<file path="src/rtl/bs_ckpt_pkg.sv">
// Shared constants for the branch checkpoint buffer in the rename stage.
// Module parameters take their defaults from here so every file agrees on sizes.
package bs_ckpt_pkg;

   localparam int CKPT_DEPTH = 8;
   localparam int CKPT_TAGW  = 3;
   localparam int PRW        = 5;

   localparam logic [4:0] ZERO_REG_5 = 5'd0;

   // Width needed to hold a count from 0 up to n inclusive.
   function automatic int countWidth(input int n);
      return $clog2(n + 1);
   endfunction

endpackage

</file>
<file path="src/rtl/bs_ckpt_if.sv">
// Dispatch, resolve and recovery signals of the checkpoint buffer, bundled.
// The master side is the rename/dispatch logic; the slave side is the buffer itself.
interface bs_ckpt_if #(
   parameter int WAYS = 2,
   parameter int PRW  = bs_ckpt_pkg::PRW,
   parameter int TAGW = bs_ckpt_pkg::CKPT_TAGW
);

   logic [WAYS-1:0]      disp_valid;
   logic [WAYS-1:0]      disp_branch;
   logic [WAYS-1:0]      disp_dest_zero;
   logic [PRW-1:0]       fl_head_in;
   logic [WAYS*TAGW-1:0] ckpt_tag_out;
   logic                 ckpt_full;
   logic                 resolve_valid;
   logic [TAGW-1:0]      resolve_tag;
   logic                 resolve_mispredict;
   logic                 recover_valid;
   logic [PRW-1:0]       recover_fl_head;
   logic [TAGW:0]        count;

   modport master (
      output disp_valid, disp_branch, disp_dest_zero, fl_head_in,
             resolve_valid, resolve_tag, resolve_mispredict,
      input  ckpt_tag_out, ckpt_full, recover_valid, recover_fl_head, count
   );

   modport slave (
      input  disp_valid, disp_branch, disp_dest_zero, fl_head_in,
             resolve_valid, resolve_tag, resolve_mispredict,
      output ckpt_tag_out, ckpt_full, recover_valid, recover_fl_head, count
   );

endinterface

</file>
<file path="src/rtl/bs_ckpt_prefix.sv">
// Per-lane running counts across the dispatch bundle: allocating branches in
// older lanes (for tags) and free-list consumers up to and including each lane.
module bs_ckpt_prefix #(
   parameter int WAYS = 2,
   parameter int CW   = $clog2(WAYS + 1)
) (
   input  logic [WAYS-1:0]         laneAlloc,
   input  logic [WAYS-1:0]         laneDest,
   output logic [WAYS-1:0][CW-1:0] allocBefore,
   output logic [WAYS-1:0][CW-1:0] destUpTo,
   output logic [CW-1:0]           allocTotal
);

   logic [CW-1:0] allocRun;
   logic [CW-1:0] destRun;

   // allocBefore excludes the lane itself, destUpTo includes it, because a
   // branch's own destination is already consumed when its snapshot is taken.
   always_comb begin
      allocRun    = '0;
      destRun     = '0;
      allocBefore = '0;
      destUpTo    = '0;
      for (int k = 0; k < WAYS; k++) begin
         allocBefore[k] = allocRun;
         if (laneAlloc[k]) allocRun = allocRun + CW'(1);
         if (laneDest[k])  destRun  = destRun + CW'(1);
         destUpTo[k] = destRun;
      end
      allocTotal = allocRun;
   end

endmodule

</file>
<file path="src/rtl/bs_ckpt.sv">
// Branch checkpoint buffer: allocates tags to dispatched branches, snapshots the
// free-list head after each, retires in order and rolls back on a mispredict.
module bs_ckpt #(
   parameter int WAYS  = 2,
   parameter int DEPTH = bs_ckpt_pkg::CKPT_DEPTH,
   parameter int PRW   = bs_ckpt_pkg::PRW,
   parameter int TAGW  = bs_ckpt_pkg::CKPT_TAGW
) (
   input logic      clock,
   input logic      reset,
   bs_ckpt_if.slave bus
);

   import bs_ckpt_pkg::*;

   localparam int CW = $clog2(WAYS + 1);
   localparam int PW = TAGW + 1;

   logic [PW-1:0]             headPtr;
   logic [PW-1:0]             tailPtr;
   logic [DEPTH-1:0]          entryValid;
   logic [DEPTH-1:0]          entryResolved;
   logic [PRW-1:0]            snapshot [DEPTH];
   logic                      recoverValid;
   logic [PRW-1:0]            recoverFlHead;

   logic [WAYS-1:0]           laneAlloc;
   logic [WAYS-1:0]           laneDest;
   logic [WAYS-1:0][CW-1:0]   allocBefore;
   logic [WAYS-1:0][CW-1:0]   destUpTo;
   logic [CW-1:0]             allocTotal;
   logic [WAYS-1:0][TAGW-1:0] laneTag;
   logic [WAYS-1:0][PRW-1:0]  laneSnap;

   logic [PW-1:0]             occupancy;
   logic                      full;
   logic                      mispredict;
   logic                      correctResolve;
   logic                      allocEn;
   logic [TAGW-1:0]           headIdx;
   logic [TAGW-1:0]           tailIdx;
   logic [TAGW-1:0]           squashOffset;
   logic [DEPTH-1:0]          resolvedEff;
   logic [DEPTH-1:0]          retireMask;
   logic [DEPTH-1:0]          squashMask;
   logic [PW-1:0]             retireCnt;
   logic [TAGW-1:0]           retireIdx;
   logic                      retireStop;

   assign laneAlloc = bus.disp_valid & bus.disp_branch;
   assign laneDest  = bus.disp_valid & ~bus.disp_dest_zero;

   bs_ckpt_prefix #(.WAYS(WAYS), .CW(CW)) prefix (
      .laneAlloc  (laneAlloc),
      .laneDest   (laneDest),
      .allocBefore(allocBefore),
      .destUpTo   (destUpTo),
      .allocTotal (allocTotal)
   );

   assign headIdx        = headPtr[TAGW-1:0];
   assign tailIdx        = tailPtr[TAGW-1:0];
   assign occupancy      = tailPtr - headPtr;
   assign full           = occupancy > PW'(DEPTH - WAYS);
   assign mispredict     = bus.resolve_valid & bus.resolve_mispredict & entryValid[bus.resolve_tag];
   assign correctResolve = bus.resolve_valid & ~bus.resolve_mispredict & entryValid[bus.resolve_tag];
   assign allocEn        = ~full & ~mispredict;
   assign squashOffset   = bus.resolve_tag - headIdx;

   always_comb begin
      laneTag  = '0;
      laneSnap = '0;
      for (int k = 0; k < WAYS; k++) begin
         laneTag[k]  = tailIdx + TAGW'(allocBefore[k]);
         laneSnap[k] = bus.fl_head_in + PRW'(destUpTo[k]);
      end
   end

   // A correct resolve arriving this cycle counts immediately, so a head
   // branch resolving now retires on this edge together with any already
   // resolved successors.
   always_comb begin
      resolvedEff = entryResolved;
      if (correctResolve) resolvedEff[bus.resolve_tag] = 1'b1;
      retireMask = '0;
      retireCnt  = '0;
      retireStop = 1'b0;
      retireIdx  = headIdx;
      for (int i = 0; i < DEPTH; i++) begin
         retireIdx = headIdx + TAGW'(i);
         if (!retireStop && entryValid[retireIdx] && resolvedEff[retireIdx]) begin
            retireMask[retireIdx] = 1'b1;
            retireCnt             = retireCnt + PW'(1);
         end else begin
            retireStop = 1'b1;
         end
      end
   end

   // Age is the distance from head; everything at least as young as the
   // mispredicted branch goes.
   always_comb begin
      squashMask = '0;
      for (int i = 0; i < DEPTH; i++) begin
         squashMask[i] = mispredict && ((TAGW'(i) - headIdx) >= squashOffset);
      end
   end

   // Pointer, valid/resolved and recovery state.
   always_ff @(posedge clock) begin
      if (reset) begin
         headPtr       <= '0;
         tailPtr       <= '0;
         entryValid    <= '0;
         entryResolved <= '0;
         recoverValid  <= 1'b0;
         recoverFlHead <= '0;
      end else begin
         recoverValid <= mispredict;
         if (mispredict) recoverFlHead <= snapshot[bus.resolve_tag];
         headPtr <= headPtr + retireCnt;
         for (int i = 0; i < DEPTH; i++) begin
            if (retireMask[i] || squashMask[i]) begin
               entryValid[i]    <= 1'b0;
               entryResolved[i] <= 1'b0;
            end else if (correctResolve && bus.resolve_tag == TAGW'(i)) begin
               entryResolved[i] <= 1'b1;
            end
         end
         if (mispredict) begin
            tailPtr <= headPtr + PW'(squashOffset);
         end else if (allocEn) begin
            tailPtr <= tailPtr + PW'(allocTotal);
            for (int k = 0; k < WAYS; k++) begin
               if (laneAlloc[k]) begin
                  entryValid[laneTag[k]]    <= 1'b1;
                  entryResolved[laneTag[k]] <= 1'b0;
               end
            end
         end
      end
   end

   // Snapshot payload only matters while its entry is valid, so it is not reset.
   always_ff @(posedge clock) begin
      if (allocEn) begin
         for (int k = 0; k < WAYS; k++) begin
            if (laneAlloc[k]) snapshot[laneTag[k]] <= laneSnap[k];
         end
      end
   end

   assign bus.ckpt_tag_out    = laneTag;
   assign bus.ckpt_full       = full;
   assign bus.count           = occupancy;
   assign bus.recover_valid   = recoverValid;
   assign bus.recover_fl_head = recoverFlHead;

endmodule

</file>
<file path="src/flat_wrapper.sv">
// flat-port wrapper written by rule: the top's interface ports become plain ports
module bs_ckpt_flat import bs_ckpt_pkg::*;
#(
   parameter int WAYS  = 2,
   parameter int DEPTH = bs_ckpt_pkg::CKPT_DEPTH,
   parameter int PRW   = bs_ckpt_pkg::PRW,
   parameter int TAGW  = bs_ckpt_pkg::CKPT_TAGW
)
  (clock, reset, bus_disp_valid, bus_disp_branch, bus_disp_dest_zero, bus_fl_head_in, bus_resolve_valid, bus_resolve_tag, bus_resolve_mispredict, bus_ckpt_tag_out, bus_ckpt_full, bus_recover_valid, bus_recover_fl_head, bus_count);
  bs_ckpt_if #(.WAYS(WAYS), .PRW(PRW), .TAGW(TAGW)) bus_i ();
  input logic clock;
  input logic reset;
  input wire logic [$bits(bus_i.disp_valid)-1:0] bus_disp_valid;
  input wire logic [$bits(bus_i.disp_branch)-1:0] bus_disp_branch;
  input wire logic [$bits(bus_i.disp_dest_zero)-1:0] bus_disp_dest_zero;
  input wire logic [$bits(bus_i.fl_head_in)-1:0] bus_fl_head_in;
  input wire logic [$bits(bus_i.resolve_valid)-1:0] bus_resolve_valid;
  input wire logic [$bits(bus_i.resolve_tag)-1:0] bus_resolve_tag;
  input wire logic [$bits(bus_i.resolve_mispredict)-1:0] bus_resolve_mispredict;
  output wire logic [$bits(bus_i.ckpt_tag_out)-1:0] bus_ckpt_tag_out;
  output wire logic [$bits(bus_i.ckpt_full)-1:0] bus_ckpt_full;
  output wire logic [$bits(bus_i.recover_valid)-1:0] bus_recover_valid;
  output wire logic [$bits(bus_i.recover_fl_head)-1:0] bus_recover_fl_head;
  output wire logic [$bits(bus_i.count)-1:0] bus_count;
  assign bus_i.disp_valid = bus_disp_valid;
  assign bus_i.disp_branch = bus_disp_branch;
  assign bus_i.disp_dest_zero = bus_disp_dest_zero;
  assign bus_i.fl_head_in = bus_fl_head_in;
  assign bus_i.resolve_valid = bus_resolve_valid;
  assign bus_i.resolve_tag = bus_resolve_tag;
  assign bus_i.resolve_mispredict = bus_resolve_mispredict;
  assign bus_ckpt_tag_out = bus_i.ckpt_tag_out;
  assign bus_ckpt_full = bus_i.ckpt_full;
  assign bus_recover_valid = bus_i.recover_valid;
  assign bus_recover_fl_head = bus_i.recover_fl_head;
  assign bus_count = bus_i.count;
  bs_ckpt #(.WAYS(WAYS), .DEPTH(DEPTH), .PRW(PRW), .TAGW(TAGW)) u_core (.clock(clock), .reset(reset), .bus(bus_i));
endmodule
</file>
<file path="config.mk">
export PLATFORM = sky130hd
export DESIGN_NAME = bs_ckpt_flat
export DESIGN_NICKNAME = d
export VERILOG_FILES = /design/src/rtl/bs_ckpt_pkg.sv /design/src/rtl/bs_ckpt_if.sv /design/src/rtl/bs_ckpt_prefix.sv /design/src/rtl/bs_ckpt.sv /design/src/flat_wrapper.sv
export SDC_FILE = /design/constraint.sdc
export NUM_CORES = 1
export LEC_CHECK = 0
export CAP_MARGIN = 20
export CORE_ASPECT_RATIO = 0.75
export CORE_MARGIN = 2
export CORE_UTILIZATION = 45
export DETAILED_ROUTE_END_ITERATION = 8
export DONT_BUFFER_PORTS = 1
export SLEW_MARGIN = 20
export SYNTH_ARGS = -nofsm -noshare
export SYNTH_HDL_FRONTEND = slang
export SYNTH_HIERARCHICAL = 1
export SYNTH_SLANG_ARGS = --single-unit
export TNS_END_PERCENT = 1
</file>
<file path="constraint.sdc">
create_clock -name clock -period 12.1 [get_ports clock]
set_input_delay 1.21 -clock clock [delete_from_list [all_inputs] [get_ports clock]]
set_output_delay 1.21 -clock clock [all_outputs]
set_load 0.1 [all_outputs]
</file>
==> results_dict.tcl, run 1 <==
set metrics [dict create \
    crit_top_cell "ha_1" \
    postCtsSetupBuffers 0 \
    synth_edf_count 40 \
    r2r_end "u_core/headPtr[3]$_SDFF_PP0_" \
    ir_drop_mv 0.0865 \
    grt_max_degree 47 \
    post-route-drc-count 0 \
    clk_path_buf_depth 2 \
    layout_commonest_cell "ha_1" \
    cts_resized 0 \
    post-route-min-period_ns 9.47 \
    syn_to_final_growth_pct 7.09 \
    rsz0062_at_grt "false" \
    r2r_start "u_core/headPtr[0]$_SDFF_PP0_" \
    drive_above_1_share 0.103 \
    whs_ns 0.519 \
    nFillCells 1297 \
    worst_pin_slew_ns 1.09 \
    cts-root-buf "clkbuf_16" \
    path_class "reg2reg" \
    coreArea_um2 13900 \
    syn_avg_cell_area_um2 9.41 \
    clk_pin_slew_ns 0.06 \
    netlist_area_um2 6490 \
    cp-end-kind "flip-flop" \
    drv_slew 0 \
    hold_class "reg2reg" \
    run_status "finished clean" \
    place_congestion 0.982 \
    hold_viol 0 \
    antenna_found_initial 0 \
    cap_violations 0 \
    cts_tree "built" \
    postCtsHoldBufs 0 \
    wl_um 19600 \
    h-tree-depth 3 \
    synthTopCellsByArea "edfxtp_1 (18%), dfxtp_1 (9.2%), ha_1 (8.9%)" \
    die_x_um 143 \
    initial_core_util 0.468 \
    nets 741 \
    hpwl_um 14800 \
    cp-start-kind "flip-flop" \
    grtUsageTotal 0.261 \
    synthCells 690 \
    cp_max_fo 46 \
    port_buffers 0 \
    fin_tns_setup_ns 0 \
    critPathSlowestCell "ha_1" \
    crit_arrival_ns 9.69 \
    drt_iter0_drc 691 \
    synth_seq_cells 70 \
    clock_skew_ns 0.00855 \
    clk_latency_ns 0.34 \
    yosysSeqAreaShare 0.277 \
    die_h_um 108 \
    grt_overflow_total 0 \
    synthArstFlopShare 0 \
    setup_violations 0 \
    die_area_um2 15400 \
    slew_headroom 0.268 \
    drtPass1Iterations 7 \
    final_cell_mix "ha_1 (46), nand2_1 (45), nor2_1 (45), mux2i_1 (44)" \
    wl_per_cell_um 23.1 \
    grt_pass1_wl_um 30500 \
    yosysUniqueCellTypes 80 \
    cp.required_ns 12.31 \
    r2r_slack_ns 2.63 \
    io_pins 35 \
    n_antenna_cell 0 \
    hp-start "u_core/entryValid[4]$_SDFF_PP0_" \
    worstHoldEndpoint "u_core/entryValid[4]$_SDFF_PP0_" \
    leakage_nw 2.75 \
    cp_slowest_stage_delay_ns 0.90 \
    powerDensity_nw_per_um2 129 \
    drtAntennaViolNets 0 \
    fin_crit_sh 0.783 \
    r2r_cells 40 \
    grt_pass1_vias 5293 \
    yosysTopAreaCellShare 0.185 \
    num_vias 5583 \
    synth.largest_area_cell "edfxtp_1" \
    rows 37 \
    synth_top_flop_cell "edfxtp_1" \
    fmax_mhz 106 \
    cts_made_buffers 9 \
    ys.warnings.count 6 \
    post_drt_via_cell_ratio 6.58 \
    hold_depth 2 \
    clock_sinks 70 \
]
cell families (layout without fill, tap and decap cells):
kind of cell	after synthesis	in the layout	share of synthesized area
AO/OA/AOI/OAI	184	184	0.205
XOR/XNOR	33	33	0.0445
adder cells (fa/ha/maj)	55	55	0.116
buffers and inverters	84	64	0.0526
flip-flops	70	70	0.277
multiplexers	71	71	0.141
other	1	4	0.000577
AND/OR/NAND/NOR	192	192	0.162
cells in the mapped netlist, types with 10 or more instances:
library cell  count
a21o_1           21
a211oi_1         12
a21oi_1          40
mux4_2           15
nand2_1          45
nor2_1           46
dfxtp_1          30
nor2b_1          11
o21ai_0          16
edfxtp_1         40
mux2_2           10
ha_1             46
inv_1            36
mux2i_1          44
xor2_1           15
xnor2_1          18
nand3_1          16
clkbuf_1         28
state kept, by name (all words and copies together) (netlist names):
register	flops
u_core/tailPtr	4
u_core/entryResolved	8
u_core/headPtr	4
u_core/bus.recover_fl_head	5
u_core/snapshot	40
u_core/bus.recover_valid	1
u_core/entryValid	8
stage by stage:
stage | area (um^2) | util | setup slack (ns) | power [mW] | std cells
3_3_place_gp | 6620 | 0.476 | 2.94 | 0.597 | 832
3_5_place_dp | 6620 | 0.476 | 2.87 | 0.599 | 832
5_1_grt | 6950 | 0.501 | 2.03 | 0.932 | 848
4_1_cts | 6950 | 0.500 | 2.91 | 0.896 | 848
2_1_floorplan | 6500 | - | 3.73 | 0.553 | 693
6_report | 6950 | 0.501 | 2.63 | 0.897 | 848
how the worst max path moves through the flow:
stage,start,end,slack [ns],cells past startpoint
final,u_core/headPtr[0]$_SDFF_PP0_,u_core/headPtr[3]$_SDFF_PP0_,2.63,40
after global routing,u_core/headPtr[0]$_SDFF_PP0_,u_core/headPtr[3]$_SDFF_PP0_,2.03,40
after detailed placement,bus_resolve_mispredict,u_core/headPtr[3]$_SDFF_PP0_,2.87,37
after global placement,bus_resolve_mispredict,u_core/headPtr[3]$_SDFF_PP0_,2.94,37
after floorplan,bus_resolve_tag[0],u_core/headPtr[3]$_SDFF_PP0_,3.73,40
after CTS,u_core/headPtr[0]$_SDFF_PP0_,u_core/headPtr[3]$_SDFF_PP0_,2.91,40
critical path, delay by kind of cell, from the launching register on:
| kind | cells | cell delay (ns) |
|---|---|---|
| fa+ha+maj | 8 | 3.24 |
| compound gates | 11 | 1.97 |
| buf+inv | 6 | 1.50 |
| simple gates | 10 | 1.37 |
| mux | 4 | 0.67 |
| flops | 1 | 0.31 |
| xor+xnor | 1 | 0.26 |
per-layer routing:
metal  vias up  GRT usage  part of all wire
met3        21     0.0855              0.13
met4         0     0.0516            0.0095
met2       329      0.338              0.38
met1      2658      0.414              0.49
li1       2575          -                 -
met5         -          0                 0
area by class of cell:
cell class / count / area, um^2 / area share
multi-input cells: 539 / 4390 / 0.631
flip-flops and latches: 70 / 1800 / 0.259
clock buffers: 9 / 225 / 0.0324
well taps: 175 / 219 / 0.0315
inverters: 38 / 143 / 0.0205
clock inverters: 7 / 105 / 0.0151
repair buffers: 10 / 75.1 / 0.0108
report_power, final:
group,leakage [nW],switching [mW],internal (mW)
clock,0.159,0.113,0.184
sequential,0.605,0.0262,0.282
combinational,1.98,0.213,0.0796
(Power assumes the default switching activity.)
==> run 2, diff against run 1 <==
==> constraint.sdc (replaced) <==
create_clock -name clock -period 8.5 [get_ports clock]
set_input_delay 0.85 -clock clock [delete_from_list [all_inputs] [get_ports clock]]
set_output_delay 0.85 -clock clock [all_outputs]
set_load 0.1 [all_outputs]
==> run 2 against run 1 <==
Critical endpoint unchanged. Global-route usage up 0.35 points. Combinational power grew 42%. Design area is 0.99% higher. Critical path depth shrank 2.
==> results_dict.tcl, run 2 (synthesis gave the netlist of run 1 again) <==
set metrics [dict create \
    powerDensity_nw_per_um2 184 \
    hpwl_um 15100 \
    num_vias 5729 \
    clock_sinks 70 \
    die_h_um 108 \
    crit_top_cell "ha_1" \
    path_class "reg2reg" \
    slew_headroom 0.214 \
    cts-root-buf "clkbuf_16" \
    fmax_mhz 126 \
    clk_latency_ns 0.33 \
    wl_per_cell_um 23.3 \
    ir_drop_mv 0.133 \
    r2r_start "u_core/headPtr[0]$_SDFF_PP0_" \
    cts_tree "built" \
    die_area_um2 15400 \
    critPathSlowestCell "ha_2" \
    hp-start "u_core/entryValid[4]$_SDFF_PP0_" \
    io_pins 35 \
    fin_tns_setup_ns 0 \
    drtPass1Iterations 6 \
    rows 37 \
    worstHoldEndpoint "u_core/entryValid[4]$_SDFF_PP0_" \
    final_area_um2 7020 \
    rsz0062_at_grt "false" \
    placed_area_um2 6660 \
    postCtsHoldBufs 0 \
    h-tree-depth 3 \
    drtAntennaViolNets 0 \
    worst_pin_slew_ns 1.16 \
    grt_pass1_vias 5347 \
    grt_max_degree 46 \
    leakage_nw 2.78 \
    wl_um 19900 \
    whs_ns 0.535 \
    cp-end-kind "flip-flop" \
    drt_iter0_drc 907 \
    drive_above_1_share 0.112 \
    r2r_cells 38 \
    cp.required_ns 8.70 \
    cts_made_buffers 9 \
    antenna_found_initial 0 \
    drv_slew 0 \
    die_x_um 143 \
    coreArea_um2 13900 \
    place_congestion 0.995 \
    initial_core_util 0.468 \
    cp-start-kind "flip-flop" \
    cap_violations 0 \
    r2r_end "u_core/headPtr[3]$_SDFF_PP0_" \
    setup_violations 0 \
    nets 747 \
    hold_viol 0 \
    final_util 0.506 \
    post-route-min-period_ns 7.92 \
    cp_max_fo 13 \
    post-route-drc-count 0 \
    port_buffers 0 \
    grt_overflow_total 0 \
    largest_reg_flops 40 \
    clk_pin_slew_ns 0.06 \
    post_drt_via_cell_ratio 6.71 \
    crit_arrival_ns 8.11 \
    final_cell_mix "nand2_1 (45), nor2_1 (45), mux2i_1 (44), ha_1 (44)" \
    hold_class "reg2reg" \
    n_antenna_cell 0 \
    run_status "finished clean" \
    fin_crit_sh 0.931 \
    syn_to_final_growth_pct 8.15 \
    hold_depth 2 \
    clock_skew_ns 0.00923 \
    cp_slowest_stage_delay_ns 0.50 \
    clk_path_buf_depth 2 \
    grtUsageTotal 0.265 \
    r2r_slack_ns 0.58 \
    grt_pass1_wl_um 31200 \
]
run 2: cell types whose count changed in the layout (fill, tap and decap cells not counted), moves of 2 or more:
cell / delta
clkbuf_1: +2
a221oi_1: -2
ha_2: +2
a221oi_2: +2
ha_1: -2
buf_4: +5
run 2: routing by layer:
| layer | routed length (um) | GRT usage |
|---|---|---|
| met5 | 0 | 0 |
| met4 | 170 | 0.0403 |
| met3 | 2550 | 0.0793 |
| met2 | 7830 | 0.356 |
| met1 | 9360 | 0.418 |
run 2: timing repair:
| item | CTS | global route |
|---|---|---|
| buffers inserted | 0 | 0 |
| setup endpoints to repair | 0 | 1 |
| gates resized for setup | 0 | 5 |
run 2: metrics by stage:
stage / instances / setup WS [ns] / power [mW]
final: 854 / 0.583 / 1.29
after floorplan: 693 / 0.495 / 0.787
after detailed placement: 838 / 0.361 / 0.852
after CTS: 854 / 0.445 / 1.29
after global routing: 854 / 0.0328 / 1.34
after global placement: 838 / 0.681 / 0.846
run 2: final cells by class:
class / instances / area [um^2]
clock buffers: 11 / 233
clock inverters: 5 / 106
fillers: 1313 / 6870
inverters: 38 / 143
multi-input cells: 539 / 4400
flip-flops and latches: 70 / 1800
well taps: 175 / 219
repair buffers: 16 / 124
run 2: power breakdown:
group          internal [mW]  switching, mW
registers              0.401         0.0395
logic                  0.112          0.302
clock network          0.288          0.147
total                  0.802          0.489
run 2: worst max-delay path by stage:
stage          depth (start not counted)                      endpoint                    startpoint  slack, ns
2_1_floorplan                         40  u_core/headPtr[3]$_SDFF_PP0_            bus_resolve_tag[0]       0.49
3_3_place_gp                          36  u_core/headPtr[3]$_SDFF_PP0_        bus_resolve_mispredict       0.68
3_5_place_dp                          36  u_core/headPtr[3]$_SDFF_PP0_        bus_resolve_mispredict       0.36
4_1_cts                               38  u_core/headPtr[3]$_SDFF_PP0_  u_core/headPtr[0]$_SDFF_PP0_       0.44
5_1_grt                               38  u_core/headPtr[3]$_SDFF_PP0_  u_core/headPtr[0]$_SDFF_PP0_       0.03
6_report                              38  u_core/headPtr[3]$_SDFF_PP0_  u_core/headPtr[0]$_SDFF_PP0_       0.58
run 2: worst max-delay path, delay by kind of cell (launching register included):
kind,cells,cell delay [ns]
DFF,1,0.35
adders and majority gates,8,2.74
buffers and inverters,4,0.46
AOI/OAI and AO/OA,11,1.97
and+or+nand+nor,10,1.29
muxes,4,0.68
xor gates and xnor gates,1,0.27
